File: src/rtl/mul_unsigned_pkg.sv
// Shared types and constants for the mul_unsigned family.
// Holds the controller state encoding, the legal operand-width range and the
// counter-width helper used by the sequential multiplier.
package mul_unsigned_pkg;

  // Controller states; the encoding is fixed so other blocks can decode it.
  typedef enum logic [1:0] {
    ST_IDLE = 2'd0,
    ST_BUSY = 2'd1,
    ST_DONE = 2'd2
  } mul_state_t;

  // Legal range of the operand width parameter.
  localparam int WIDTH_MIN = 2;
  localparam int WIDTH_MAX = 32;

  // The step counter must be able to represent values 0..WIDTH.
  function automatic int cnt_width(input int width);
    return $clog2(width + 1);
  endfunction

endpackage

File: src/rtl/mul_unsigned_pp_row.sv
// Partial-product row generator: gates the multiplicand with one multiplier bit.
// Purely combinational; the controller instantiates it once and feeds it the
// current (shifted) multiplicand and the current multiplier LSB.
module mul_unsigned_pp_row #(
  parameter int WIDTH = 4
) (
  input  logic [WIDTH-1:0] a,
  input  logic             sel,
  output logic [WIDTH-1:0] row
);

  // One AND gate per bit of the row.
  generate
    for (genvar gi = 0; gi < WIDTH; gi++) begin : g_row_bit
      assign row[gi] = a[gi] & sel;
    end
  endgenerate

endmodule

File: src/rtl/mul_unsigned_seq.sv
// Sequential shift-add unsigned multiplier with valid/ready on both sides.
// One partial-product row is accumulated per clock; the product appears on z
// with out_valid a fixed WIDTH cycles after the operand pair is accepted.
// Optional feature macro: MUL_SEQ_SKIP_ZERO_EN -- when defined, the BUSY phase
// ends early once the remaining multiplier bits are all zero, so latency becomes
// max(1, msb_index(b)+1) cycles.
module mul_unsigned_seq
  import mul_unsigned_pkg::*;
#(
  parameter int WIDTH = 4
) (
  input  logic               clk,
  input  logic               rst_n,
  input  logic               in_valid,
  output logic               in_ready,
  input  logic [WIDTH-1:0]   a,
  input  logic [WIDTH-1:0]   b,
  output logic               out_valid,
  input  logic               out_ready,
  output logic [2*WIDTH-1:0] z,
  output logic               busy
);

  localparam int PW    = 2 * WIDTH;
  localparam int CNT_W = cnt_width(WIDTH);
  localparam logic [CNT_W-1:0] CNT_LAST = CNT_W'(WIDTH - 1);
  localparam logic [CNT_W-1:0] CNT_ONE  = CNT_W'(1);

  mul_state_t       state_reg, state_next;
  logic [PW-1:0]    mcand_reg, mcand_next;
  logic [PW-1:0]    acc_reg, acc_next;
  logic [PW-1:0]    z_reg, z_next;
  logic [WIDTH-1:0] mplier_reg, mplier_next;
  logic [CNT_W-1:0] cnt_reg, cnt_next;
  logic [PW-1:0]    row;
  logic [PW-1:0]    acc_sum;
  logic             accept;
  logic             zero_exit;
  logic             finish;

  // Row for this step: shifted multiplicand gated by the current multiplier LSB.
  mul_unsigned_pp_row #(
    .WIDTH(PW)
  ) u_pp_row (
    .a   (mcand_reg),
    .sel (mplier_reg[0]),
    .row (row)
  );

  assign acc_sum = acc_reg + row;

`ifdef MUL_SEQ_SKIP_ZERO_EN
  // Post-shift multiplier is zero when every bit above the LSB is clear, so
  // no further rows can contribute and the product is already final.
  assign zero_exit = (mplier_reg[WIDTH-1:1] == '0);
`else
  assign zero_exit = 1'b0;
`endif

  assign accept = in_valid && in_ready;
  assign finish = (state_reg == ST_BUSY) && ((cnt_reg == CNT_LAST) || zero_exit);

  // Next state and handshake outputs, all decoded from the registered state.
  always_comb begin
    state_next = state_reg;
    in_ready   = 1'b0;
    out_valid  = 1'b0;
    busy       = 1'b1;
    case (state_reg)
      ST_IDLE: begin
        in_ready = 1'b1;
        busy     = 1'b0;
        if (in_valid) begin
          state_next = ST_BUSY;
        end
      end
      ST_BUSY: begin
        if (finish) begin
          state_next = ST_DONE;
        end
      end
      ST_DONE: begin
        out_valid = 1'b1;
        if (out_ready) begin
          state_next = ST_IDLE;
        end
      end
      default: begin
        state_next = ST_IDLE;
        busy       = 1'b0;
      end
    endcase
  end

  // Datapath next values: load on accept, shift-add while busy, capture z on finish.
  always_comb begin
    mcand_next  = mcand_reg;
    mplier_next = mplier_reg;
    acc_next    = acc_reg;
    cnt_next    = cnt_reg;
    z_next      = z_reg;
    if (accept) begin
      mcand_next  = {{WIDTH{1'b0}}, a};
      mplier_next = b;
      acc_next    = '0;
      cnt_next    = '0;
    end else if (state_reg == ST_BUSY) begin
      acc_next    = acc_sum;
      mcand_next  = mcand_reg << 1;
      mplier_next = mplier_reg >> 1;
      cnt_next    = cnt_reg + CNT_ONE;
      if (finish) begin
        z_next = acc_sum;
      end
    end
  end

  // State and datapath registers; reset drops any in-flight operation.
  always_ff @(posedge clk or negedge rst_n) begin
    if (!rst_n) begin
      state_reg  <= ST_IDLE;
      mcand_reg  <= '0;
      mplier_reg <= '0;
      acc_reg    <= '0;
      cnt_reg    <= '0;
      z_reg      <= '0;
    end else begin
      state_reg  <= state_next;
      mcand_reg  <= mcand_next;
      mplier_reg <= mplier_next;
      acc_reg    <= acc_next;
      cnt_reg    <= cnt_next;
      z_reg      <= z_next;
    end
  end

  assign z = z_reg;

endmodule
File: config.mk
export PLATFORM = sky130hd
export DESIGN_NAME = mul_unsigned_seq
export DESIGN_NICKNAME = d
export VERILOG_FILES = /design/src/rtl/mul_unsigned_pkg.sv /design/src/rtl/mul_unsigned_pp_row.sv /design/src/rtl/mul_unsigned_seq.sv
export SDC_FILE = /design/constraint.sdc
export NUM_CORES = 1
export LEC_CHECK = 0
export BUFFER_PORTS_ARGS = -buffer_cell sky130_fd_sc_hd__buf_2
export CORE_MARGIN = 4
export CORE_UTILIZATION = 50
export CTS_BUF_LIST = sky130_fd_sc_hd__clkbuf_16
export CTS_CLUSTER_DIAMETER = 100
export DETAILED_ROUTE_END_ITERATION = 10
export HOLD_SLACK_MARGIN = 0.05
export PLACE_DENSITY = 0.73
export SLEW_MARGIN = 20
export SYNTH_ARGS = -nofsm -noshare
export SYNTH_HDL_FRONTEND = slang
export SYNTH_SLANG_ARGS = --single-unit
File: constraint.sdc
create_clock -name clk -period 2.04 [get_ports clk]
set_input_delay 0.204 -clock clk [delete_from_list [all_inputs] [get_ports clk]]
set_output_delay 0.204 -clock clk [all_outputs]
set_load 0.02 [all_outputs]
==> results of run 1 <==
synth_stat cells, types with 2 or more instances:
cell type / number / area (µm²)
dfrtp_1: 33 / 826
nand2_1: 25 / 93.8
mux2i_1: 15 / 150
nor2_1: 14 / 52.6
o21ai_0: 14 / 70.1
inv_1: 13 / 48.8
ha_1: 12 / 150
and2_1: 10 / 62.6
a21oi_1: 7 / 35.0
clkbuf_1: 5 / 18.8
mux2_2: 3 / 33.8
nand3_1: 3 / 15.0
buf_2: 2 / 10.0
nand4_1: 2 / 12.5
nor2b_1: 2 / 12.5
o21ai_1: 2 / 10.0
o31ai_1: 2 / 15.0
xnor2_1: 2 / 17.5
xor2_1: 2 / 17.5
final timing paths:
kind / start / endpoint / slack, ns / depth (start not counted)
max: mplier_reg[0] / acc_reg[4] / -0.15 / 9
min: b[3] / mplier_reg[3] / 0.13 / 3
max reg2reg: mplier_reg[0] / acc_reg[4] / -0.15 / 9
min reg2reg: z[5] / z[5] / 0.47 / 2
max in group asynchronous: rst_n / mplier_reg[0] / 0.99 / 2
min in group asynchronous: rst_n / mcand_reg[7] / 0.53 / 2
power by group:
group / switching, mW / internal (mW)
Combinational: 1.02 / 0.849
Sequential: 0.202 / 0.922
Clock: 0.262 / 0.566
metal layers:
metal	track usage	vias to the layer above
met4	0.102	0
li1	-	733
met5	0	-
met2	0.387	59
met3	0.0519	15
met1	0.245	755
final cells by class:
| class | count | area (µm²) |
|---|---|---|
| clock inverter | 2 | 35.0 |
| clock buffer | 5 | 125 |
| inverter | 13 | 48.8 |
| timing repair buffer | 44 | 285 |
| fill | 231 | 1010 |
| multi-input combinational | 136 | 1060 |
| sequential | 33 | 827 |
| tap | 46 | 57.6 |
timing repair:
action,4_1_cts,5_1_grt
endpoints found under the hold margin,33,0
gates resized for setup,9,16
buffers inserted,5,2
pin swaps,7,9
endpoints found under the setup margin,6,8
hold buffers,1,0
logic make-up after synthesis:
kind of cell / count (synthesis) / share of synthesized area
compound gates: 36 / 0.123
fa+ha+maj: 13 / 0.0921
simple gates: 64 / 0.164
flops: 33 / 0.447
mux: 18 / 0.0995
buf+inv: 21 / 0.0440
xor+xnor: 5 / 0.0311
metrics by stage:
step	area [µm²]	TNS (ns)	power, mW
after floorplan	1860	0	2.17
after global placement	2100	-0.0778	2.58
after detailed placement	2100	-0.620	2.68
after CTS	2350	-0.108	3.65
after global routing	2440	-0.468	4.04
final	2440	-0.159	3.82
worst max-delay path: cells and delay by family, from the launching register on:
| family | cells | cell delay [ns] |
|---|---|---|
| buf+inv | 1 | 0.05 |
| fa+ha+maj | 2 | 0.52 |
| simple gates | 4 | 0.91 |
| flops | 1 | 0.41 |
| compound gates | 2 | 0.22 |
==> results.txt, run 1 <==
----------------------------------------------------
[Status]
  Status ... complete, but fails checks
  Violations in the final reports ... setup timing

[Clock network]
  Source-to-sink clock delay at the later pin of the worst-skew pair ... 0.28 ns
  CTS tree ... built
  Clock-pin transition on the worst setup and hold timing paths ... 0.05 ns
  Clock Sink Count ... 33
  Bufs on Longest Clock Path ... 2
  Root Buffer Master ... clkbuf_16
  Total CTS buffers ... 5
  Total number of H-tree levels ... 2

[Final layout]
  Net total in the final layout ... 258
  Commonest cells after routing, fill and taps aside ... dfrtp_1, nand2_1, buf_2, buf_4, mux2i_1
  Growth of design area from synthesis to finish ... 31.8%
  Utilization after layout ... 0.708
  Post-route non-filler standard cell count ... 279
  Fraction of final layout cells with drive strength greater than 1 ... 0.335
  Most frequent standard cell in the layout excluding fill and tap cells ... dfrtp_1
  Antenna diodes ... 0

[Detailed routing]
  Routed met2 length ... 2.52 mm
  Routed WL per cell ... 17.2 µm
  Number of vias per cell after detailed routing ... 5.60
  Vias post-DR ... 1562
  Residual DRC count ... 0
  Detailed-route wire length ... 4.81 mm
  Number of design-rule violations left by the first detailed-router iteration ... 109
  Total met3 wirelength after detailed routing ... 308 µm
  Remaining number of nets flagged by the antenna check after routing ... 0
  Routed length on met1 ... 1.86 mm
  Top layer in use ... met4
  Drt pass-1 iters ... 4

[Setup path]
  Data arrival time of the worst path ... 2.39 ns
  Ordered cell list for the critical path ... and2_4 > ha_4 > inv_2 > fa_2 > nor2b_2 > o21ai_2 > and3_4 > or3_4 > a21oi_2
  Worst Setup Path Type ... reg2reg
  Slowest stage delay, CP ... 0.41 ns
  Required arrival time at the worst endpoint ... 2.24 ns
  Startpoint type of the worst setup path ... flip-flop
  Crit path capture type ... flip-flop
  Maximum fanout along the worst path ... 7
  Slowest stage cell, crit path ... dfrtp_2

[Floorplanning]
  Die X-Extent ... 68.8 µm
  Starting density of the core ... 0.537
  Number of ports placed on the die boundary ... 23
  Row cnt ... 21
  Overall die height ... 68.8 µm
  Core area ... 3440 µm²
  Die area ... 4730 µm²

[Global route]
  Number of antenna violations at the first check in global routing ... 0
  Pin count of the biggest net entering global routing ... 34
  Vias in the first global route ... 1595
  Global route overflow ... 0
  Total routing usage reported by global routing ... 0.218
  First-pass GRT wire length ... 7.49 mm

[Logic synthesis]
  Dominant register cell in the synthesized netlist ... dfrtp_1
  Post-synth design cell area ... 1850 µm²
  Gate count of the mapped netlist ... 190
  YS warnings ... 0
  Number of nets produced by synthesis ... 215
  Synthesized area per cell ... 9.73 µm²
  Fraction of the yosys area taken by sequential cells ... 0.447
  Number of register bits inferred by synthesis ... 33
  Post-synthesis async set-or-reset flop share ... 1.00
  Number of flops mapped to enable cells by yosys ... 0
  Count of distinct cell types in the synthesized netlist ... 41

[STA]
  Maximum clock frequency ... 457 MHz
  Endpoints failing setup ... 2
  Final hold vios ... 0
  Final critical path time including I/O delays and setup ... 2.19 ns
  Final worst clock skew ... 0.00553 ns
  Min Hold Slack ... 0.125 ns
  Smallest setup slack after layout ... -0.150 ns
  Max_slew headroom ... 0.502
  Final count of pins violating max slew ... 0
  Slew at the pin with the worst max-slew slack ... 0.747 ns
  Part of the cycle the worst path needs ... 1.07
  RSZ-0062 raised after global routing ... yes

[Placed design]
  Final weighted congestion of routability-driven global placement ... 0.913
  DP Worst Slack ... -0.186 ns
  PortBufs ... 22
  Instance count after placement with tap cells included ... 265
  Post-detailed-placement half-perimeter wirelength ... 2.89 mm

[Power and ir drop]
  Leakage power of the design ... 1.18 nW
  Worst ir drop on vdd ... 0.752 mV
  Cell Pwr Density ... 1570 nW/µm²

[Run]
  Max capacitance violation total ... 0

[Hold path]
  Hold/Removal Path Class ... in2reg

----------------------------------------------------
(Power assumes the default switching activity.)
==> run 2: changes to the inputs <==
--- a/config.mk
+++ b/config.mk
@@ -12,7 +12,8 @@
 export CTS_CLUSTER_DIAMETER = 100
 export DETAILED_ROUTE_END_ITERATION = 10
 export HOLD_SLACK_MARGIN = 0.05
-export PLACE_DENSITY = 0.73
+export MAX_ROUTING_LAYER = met4
+export PLACE_DENSITY = 0.81
 export SLEW_MARGIN = 20
 export SYNTH_ARGS = -nofsm -noshare
 export SYNTH_HDL_FRONTEND = slang
==> run 2 against run 1 <==
Net effect:
- the flow still finishes with violations (setup timing)
- wire length fell by 15%
- combinational power fell by 7%
- worst hold slack got worse by 0.014 ns
- die area did not move
- global-route usage fell by 1.8 points
- critical path type unchanged
- critical endpoint unchanged
- largest power group unchanged
==> results.txt, run 2 (synthesized netlist as in run 1, its figures left out) <==
----------------------------------------------------
[Global route]
  Pin count of the biggest net entering global routing ... 34 (unchanged)
  First-pass GRT wire length ... 6.62 mm (-12%)
  Number of antenna violations at the first check in global routing ... 0 (unchanged)
  Total routing usage reported by global routing ... 0.200 (-0.0180)
  Vias in the first global route ... 1522 (-4.6%)
  Global route overflow ... 0 (unchanged)

[Placed design]
  PortBufs ... 22 (unchanged)
  Post-detailed-placement half-perimeter wirelength ... 2.54 mm (-12%)
  Cell area reported after detailed placement ... 2060 µm² (-1.8%)
  Final weighted congestion of routability-driven global placement ... 0.888 (-2.8%)

[STA]
  Max_slew headroom ... 0.511 (+0.00897)
  Maximum clock frequency ... 481 MHz (+5.4%)
  RSZ-0062 raised after global routing ... yes
  Slew at the pin with the worst max-slew slack ... 0.733 ns (-0.0135 ns)
  Endpoints failing setup ... 1 (-1)
  Smallest setup slack after layout ... -0.0373 ns (+0.113 ns)
  Part of the cycle the worst path needs ... 1.02 (-0.0554)
  Final count of pins violating max slew ... 0 (unchanged)
  Final hold vios ... 0 (unchanged)
  Final worst clock skew ... 0.00601 ns (+0.000484 ns)
  Final critical path time including I/O delays and setup ... 2.08 ns (-0.113 ns)

[Setup path]
  Startpoint type of the worst setup path ... flip-flop
  Maximum fanout along the worst path ... 6 (-1)
  Required arrival time at the worst endpoint ... 2.25 ns (about the same)
  Crit path max-delay family ... simple AND/OR/NAND/NOR gates
  Data arrival time of the worst path ... 2.28 ns (-0.11 ns)
  Total buffers and inverters traversed by the critical path ... 1 (unchanged)
  Slowest stage cell, crit path ... dfrtp_2
  Slowest stage delay, CP ... 0.42 ns (about the same)
  Worst Setup Path Type ... reg2reg
  Ordered cell list for the critical path ... and2_4 > ha_4 > inv_2 > fa_2 > nor2b_2 > o21ai_2 > and3_1 > or3_1 > a21oi_2
  Crit path capture type ... flip-flop

[Final layout]
  Growth of design area from synthesis to finish ... 29.5%
  Most frequent standard cell in the layout excluding fill and tap cells ... dfrtp_1
  Net total in the final layout ... 251 (-2.7%)
  Fraction of final layout cells with drive strength greater than 1 ... 0.304 (-0.0308)
  Commonest cells after routing, fill and taps aside ... dfrtp_1, nand2_1, buf_2, mux2i_1, nor2_1
  Design Area, Final ... 2390 µm² (-1.8%)
  Antenna diodes ... 0 (unchanged)

[Floorplanning]
  Number of ports placed on the die boundary ... 23 (unchanged)
  Die X-Extent ... 68.8 µm (unchanged)
  Die area ... 4730 µm² (unchanged)
  Overall die height ... 68.8 µm (unchanged)
  Starting density of the core ... 0.537 (unchanged)
  Core area ... 3440 µm² (unchanged)
  Row cnt ... 21 (unchanged)

[Power and ir drop]
  Final Total Pwr ... 3.68 mW (-3.7%)
  Leakage power of the design ... 1.14 nW (-3.4%)
  Cell Pwr Density ... 1540 nW/µm² (-2.0%)
  Worst ir drop on vdd ... 1.17 mV (+55%)

[Run]
  Max capacitance violation total ... 0 (unchanged)

[Detailed routing]
  Number of vias per cell after detailed routing ... 5.46 (-2.5%)
  Vias post-DR ... 1490 (-4.6%)
  Detailed-route wire length ... 4.10 mm (-15%)
  Residual DRC count ... 0 (unchanged)
  Routed WL per cell ... 15.0 µm (-13%)
  Remaining number of nets flagged by the antenna check after routing ... 0 (unchanged)
  Drt pass-1 iters ... 4 (unchanged)
  Number of design-rule violations left by the first detailed-router iteration ... 89 (-18%)

[Clock network]
  CTS tree ... built
  Clock Sink Count ... 33 (unchanged)
  Total CTS buffers ... 5 (unchanged)
  Source-to-sink clock delay at the later pin of the worst-skew pair ... 0.28 ns (about the same)
  Root Buffer Master ... clkbuf_16
  Bufs on Longest Clock Path ... 2 (unchanged)
  Total number of H-tree levels ... 2 (unchanged)
  Clock-pin transition on the worst setup and hold timing paths ... 0.05 ns (about the same)

[Hold path]
  Hold/Removal Path Class ... in2reg

[Status]
  Violations in the final reports ... setup timing
  Status ... complete, but fails checks

----------------------------------------------------
run 2: layer usage:
layer	part of all wire	GRT usage	vias up
li1	-	-	722
met1	0.40	0.220	719
met2	0.51	0.318	38
met3	0.058	0.0778	11
met4	0.030	0.0973	0
met5	0	-	-
run 2: timing repair:
| item | CTS | global route |
|---|---|---|
| endpoints found under the setup margin | 4 | 7 |
| pin swaps | 3 | 8 |
| hold endpoints to repair | 33 | 0 |
| setup buffers | 2 | 2 |
| hold buffers | 1 | 0 |
| resized for setup | 12 | 11 |
run 2: where the power goes:
group	switching [mW]	total, mW	internal, mW
clock	0.264	0.830	0.566
sequential	0.200	1.12	0.922
combinational	0.943	1.73	0.784
total	1.41	3.68	2.27
run 2: final timing paths:
| path | start | end | slack (ns) | cells past startpoint |
|---|---|---|---|---|
| hold / removal | a[0] | mcand_reg[0] | 0.11 | 3 |
| min in group asynchronous | rst_n | acc_reg[5] | 0.52 | 2 |
| max in group asynchronous | rst_n | mplier_reg[0] | 1.01 | 2 |
| setup / recovery | mplier_reg[0] | acc_reg[4] | -0.04 | 9 |
| hold reg to reg | z[5] | z[5] | 0.47 | 2 |
| setup reg to reg | mplier_reg[0] | acc_reg[4] | -0.04 | 9 |
run 2: layout make-up:
cell class	count	area, µm²
flip-flops and latches	33	827
inverters	13	48.8
multi-input cells	136	1070
fillers	261	1050
clock buffers	5	125
clock inverters	3	37.5
repair buffers	37	229
well taps	46	57.6
run 2: worst reg2reg max path: cells and delay by family (launching register included):
family,cells,cell delay [ns]
simple gates,4,0.82
fa+ha+maj,2,0.52
flops,1,0.42
compound gates,2,0.20
buf+inv,1,0.04
run 2: through the flow:
step                hold WS [ns]   util  setup slack [ns]  setup TNS, ns  std cells
floorplan                -0.0916      -            0.0154              0        190
global placement           0.296  0.599           -0.0472         -0.120        260
detailed placement         0.312  0.599            -0.118         -0.330        260
CTS                        0.105  0.674            0.0195              0        271
global route               0.123  0.695            -0.103         -0.256        273
finish                     0.111  0.695           -0.0373        -0.0373        273
==> run 3: changes to the inputs <==
--- a/config.mk
+++ b/config.mk
@@ -6,7 +6,7 @@
 export NUM_CORES = 1
 export LEC_CHECK = 0
 export BUFFER_PORTS_ARGS = -buffer_cell sky130_fd_sc_hd__buf_2
-export CORE_MARGIN = 4
+export CORE_MARGIN = 2
 export CORE_UTILIZATION = 50
 export CTS_BUF_LIST = sky130_fd_sc_hd__clkbuf_16
 export CTS_CLUSTER_DIAMETER = 100
==> run 3 against run 2 <==
Net effect:
- the run still ends with setup timing left
- maximum frequency down 1.6%
- worst hold slack better by 0.0046 ns
- first-iteration DRC count up 78%
- clock skew down 0.0023 ns
- largest cell class unchanged
- highest routed layer unchanged
==> results.txt, run 3 (synthesized netlist as in run 1, its figures left out) <==
----------------------------------------------------
[Setup path]
  Required arrival time at the worst endpoint ... 2.26 ns (about the same)
  Number of cells on the worst reg-to-reg path ... 8 (-1)
  Worst Setup Path Type ... reg2reg
  Slowest stage delay, CP ... 0.43 ns (about the same)
  Data arrival time of the worst path ... 2.34 ns (+0.06 ns)
  Minimum setup slack among reg-to-reg paths ... -0.07 ns (-0.03 ns)
  Startpoint type of the worst setup path ... flip-flop
  Maximum fanout along the worst path ... 6 (unchanged)
  Reg-to-reg endpoint ... acc_reg[7]
  Crit path capture type ... flip-flop
  Slowest stage cell, crit path ... dfrtp_2
  Worst reg2reg startpoint ... mplier_reg[0]
  Ordered cell list for the critical path ... and2_1 > ha_2 > o21ai_1 > o211ai_2 > buf_4 > a22o_1 > a311o_1 > nand2_1

[STA]
  Final critical path time including I/O delays and setup ... 2.11 ns (+0.0344 ns)
  Final count of pins violating max slew ... 0 (unchanged)
  Max_slew headroom ... 0.525 (+0.0137)
  Final sum of negative setup slack ... -0.0814 ns (-0.0441 ns)
  Final worst clock skew ... 0.00376 ns (-0.00225 ns)
  Min Hold Slack ... 0.116 ns (+0.00459 ns)
  Maximum clock frequency ... 474 MHz (-1.6%)
  Endpoints failing setup ... 2 (+1)
  RSZ-0062 raised after global routing ... yes
  Slew at the pin with the worst max-slew slack ... 0.712 ns (-0.0206 ns)
  Smallest setup slack after layout ... -0.0717 ns (-0.0344 ns)
  Part of the cycle the worst path needs ... 1.04 (+0.0169)
  Final hold vios ... 0 (unchanged)

[Run]
  Max capacitance violation total ... 0 (unchanged)

[Final layout]
  Utilization after layout ... 0.671 (-0.0236)
  Net total in the final layout ... 257 (+2.4%)
  Design Area, Final ... 2420 µm² (+1.2%)
  Filler instances ... 280 (+7.3%)
  Fraction of final layout cells with drive strength greater than 1 ... 0.309 (+0.00505)
  Growth of design area from synthesis to finish ... 31.0%
  Antenna diodes ... 0 (unchanged)
  Most frequent standard cell in the layout excluding fill and tap cells ... dfrtp_1
  Commonest cells after routing, fill and taps aside ... dfrtp_1, nand2_1, buf_2, buf_4, mux2i_1

[Floorplanning]
  Die area ... 4200 µm² (-11%)
  Die X-Extent ... 64.8 µm (-5.8%)
  Core area ... 3610 µm² (+4.8%)
  Row cnt ... 22 (+4.8%)
  Starting density of the core ... 0.512 (-0.0244)
  Number of ports placed on the die boundary ... 23 (unchanged)
  Overall die height ... 64.8 µm (-5.8%)

[Clock network]
  Source-to-sink clock delay at the later pin of the worst-skew pair ... 0.28 ns (about the same)
  Clock-pin transition on the worst setup and hold timing paths ... 0.05 ns (about the same)
  Clock Sink Count ... 33 (unchanged)
  Total number of H-tree levels ... 2 (unchanged)
  CTS tree ... built
  Total CTS buffers ... 5 (unchanged)
  Bufs on Longest Clock Path ... 2 (unchanged)
  Root Buffer Master ... clkbuf_16

[Hold path]
  Number of cells on the worst hold path ... 3 (unchanged)
  Beginning of the worst hold path ... a[0]
  Hold EP ... mcand_reg[0]
  Hold/Removal Path Class ... in2reg

[Detailed routing]
  Routed WL per cell ... 15.0 µm (-0.45%)
  Number of vias per cell after detailed routing ... 5.39 (-1.3%)
  Number of design-rule violations left by the first detailed-router iteration ... 158 (+78%)
  Residual DRC count ... 0 (unchanged)
  Vias post-DR ... 1514 (+1.6%)
  Remaining number of nets flagged by the antenna check after routing ... 0 (unchanged)
  Detailed-route wire length ... 4.20 mm (+2.5%)
  Drt pass-1 iters ... 4 (unchanged)

[Status]
  Status ... complete, but fails checks
  Violations in the final reports ... setup timing

[Placed design]
  PortBufs ... 22 (unchanged)
  Post-detailed-placement half-perimeter wirelength ... 2.60 mm (+2.4%)
  Final weighted congestion of routability-driven global placement ... 0.878 (-1.1%)
  Cell area reported after detailed placement ... 2100 µm² (+1.6%)
  DP Worst Slack ... -0.0624 ns (+0.0552 ns)

[Global route]
  Number of antenna violations at the first check in global routing ... 0 (unchanged)
  Total routing usage reported by global routing ... 0.216 (+0.0159)
  First-pass GRT wire length ... 6.51 mm (-1.7%)
  Pin count of the biggest net entering global routing ... 34 (unchanged)
  Global route overflow ... 0 (unchanged)
  Vias in the first global route ... 1414 (-7.1%)

[Power and ir drop]
  Leakage power of the design ... 1.17 nW (+2.5%)
  Cell Pwr Density ... 1580 nW/µm² (+3.0%)
  Worst ir drop on vdd ... 0.716 mV (-39%)

----------------------------------------------------
## run 3: cell count changes in the layout (fill, tap and decap cells not counted), sizes merged
cell,before,now
buf,36,42
bufinv,1,2
inv,14,13
## run 3: area by class of cell
type / count / area (µm²) / share of cell area
well taps: 48 / 60.1 / 0.0248
multi-input cells: 136 / 1020 / 0.423
flip-flops and latches: 33 / 827 / 0.342
repair buffers: 43 / 270 / 0.112
clock inverters: 3 / 65.1 / 0.0269
clock buffers: 5 / 125 / 0.0517
inverters: 13 / 48.8 / 0.0202
## run 3: timing repair
action	in CTS	in global routing
hold endpoints to repair	33	0
setup endpoints to repair	5	7
hold buffers	1	0
pin swaps	0	8
resized for setup	3	13
buffers inserted	0	6
## run 3: how the worst max path moves through the flow
stage | from | to | slack (ns)
2_1_floorplan | mplier_reg[0] | z[7] | 0.02
3_3_place_gp | mplier_reg[0] | z[7] | 0.01
3_5_place_dp | mplier_reg[0] | acc_reg[4] | -0.06
4_1_cts | mplier_reg[0] | acc_reg[4] | -0.005
5_1_grt | mplier_reg[0] | acc_reg[7] | -0.14
6_report | mplier_reg[0] | acc_reg[7] | -0.07
## run 3: per-stage QoR
stage / std cells / power, mW
2_1_floorplan: 190 / 2.17
6_report: 281 / 3.83
4_1_cts: 275 / 3.66
5_1_grt: 281 / 4.09
3_5_place_dp: 266 / 2.65
3_3_place_gp: 266 / 2.58
## run 3: critical path, delay by kind of cell (launching register included)
kind                     cells  cell delay, ns
AO/OA/AOI/OAI                4            0.93
flip-flops                   1            0.43
adder cells (fa/ha/maj)      1            0.29
AND/OR/NAND/NOR              2            0.22
buffers and inverters        1            0.16
## run 3: routing by layer
layer | routed length (µm) | share of wire | vias up | global-route usage
met4 | 95 | 0.023 | 0 | 0.0957
met3 | 231 | 0.055 | 9 | 0.0573
met2 | 2120 | 0.50 | 45 | 0.353
met1 | 1760 | 0.42 | 720 | 0.251
li1 | - | - | 740 | -
met5 | 0 | 0 | - | -
## run 3: report_power, final
group          total (mW)  switching, mW  internal (mW)
Sequential           1.11          0.192          0.921
Combinational        1.74          0.949          0.795
Clock               0.976          0.279          0.697
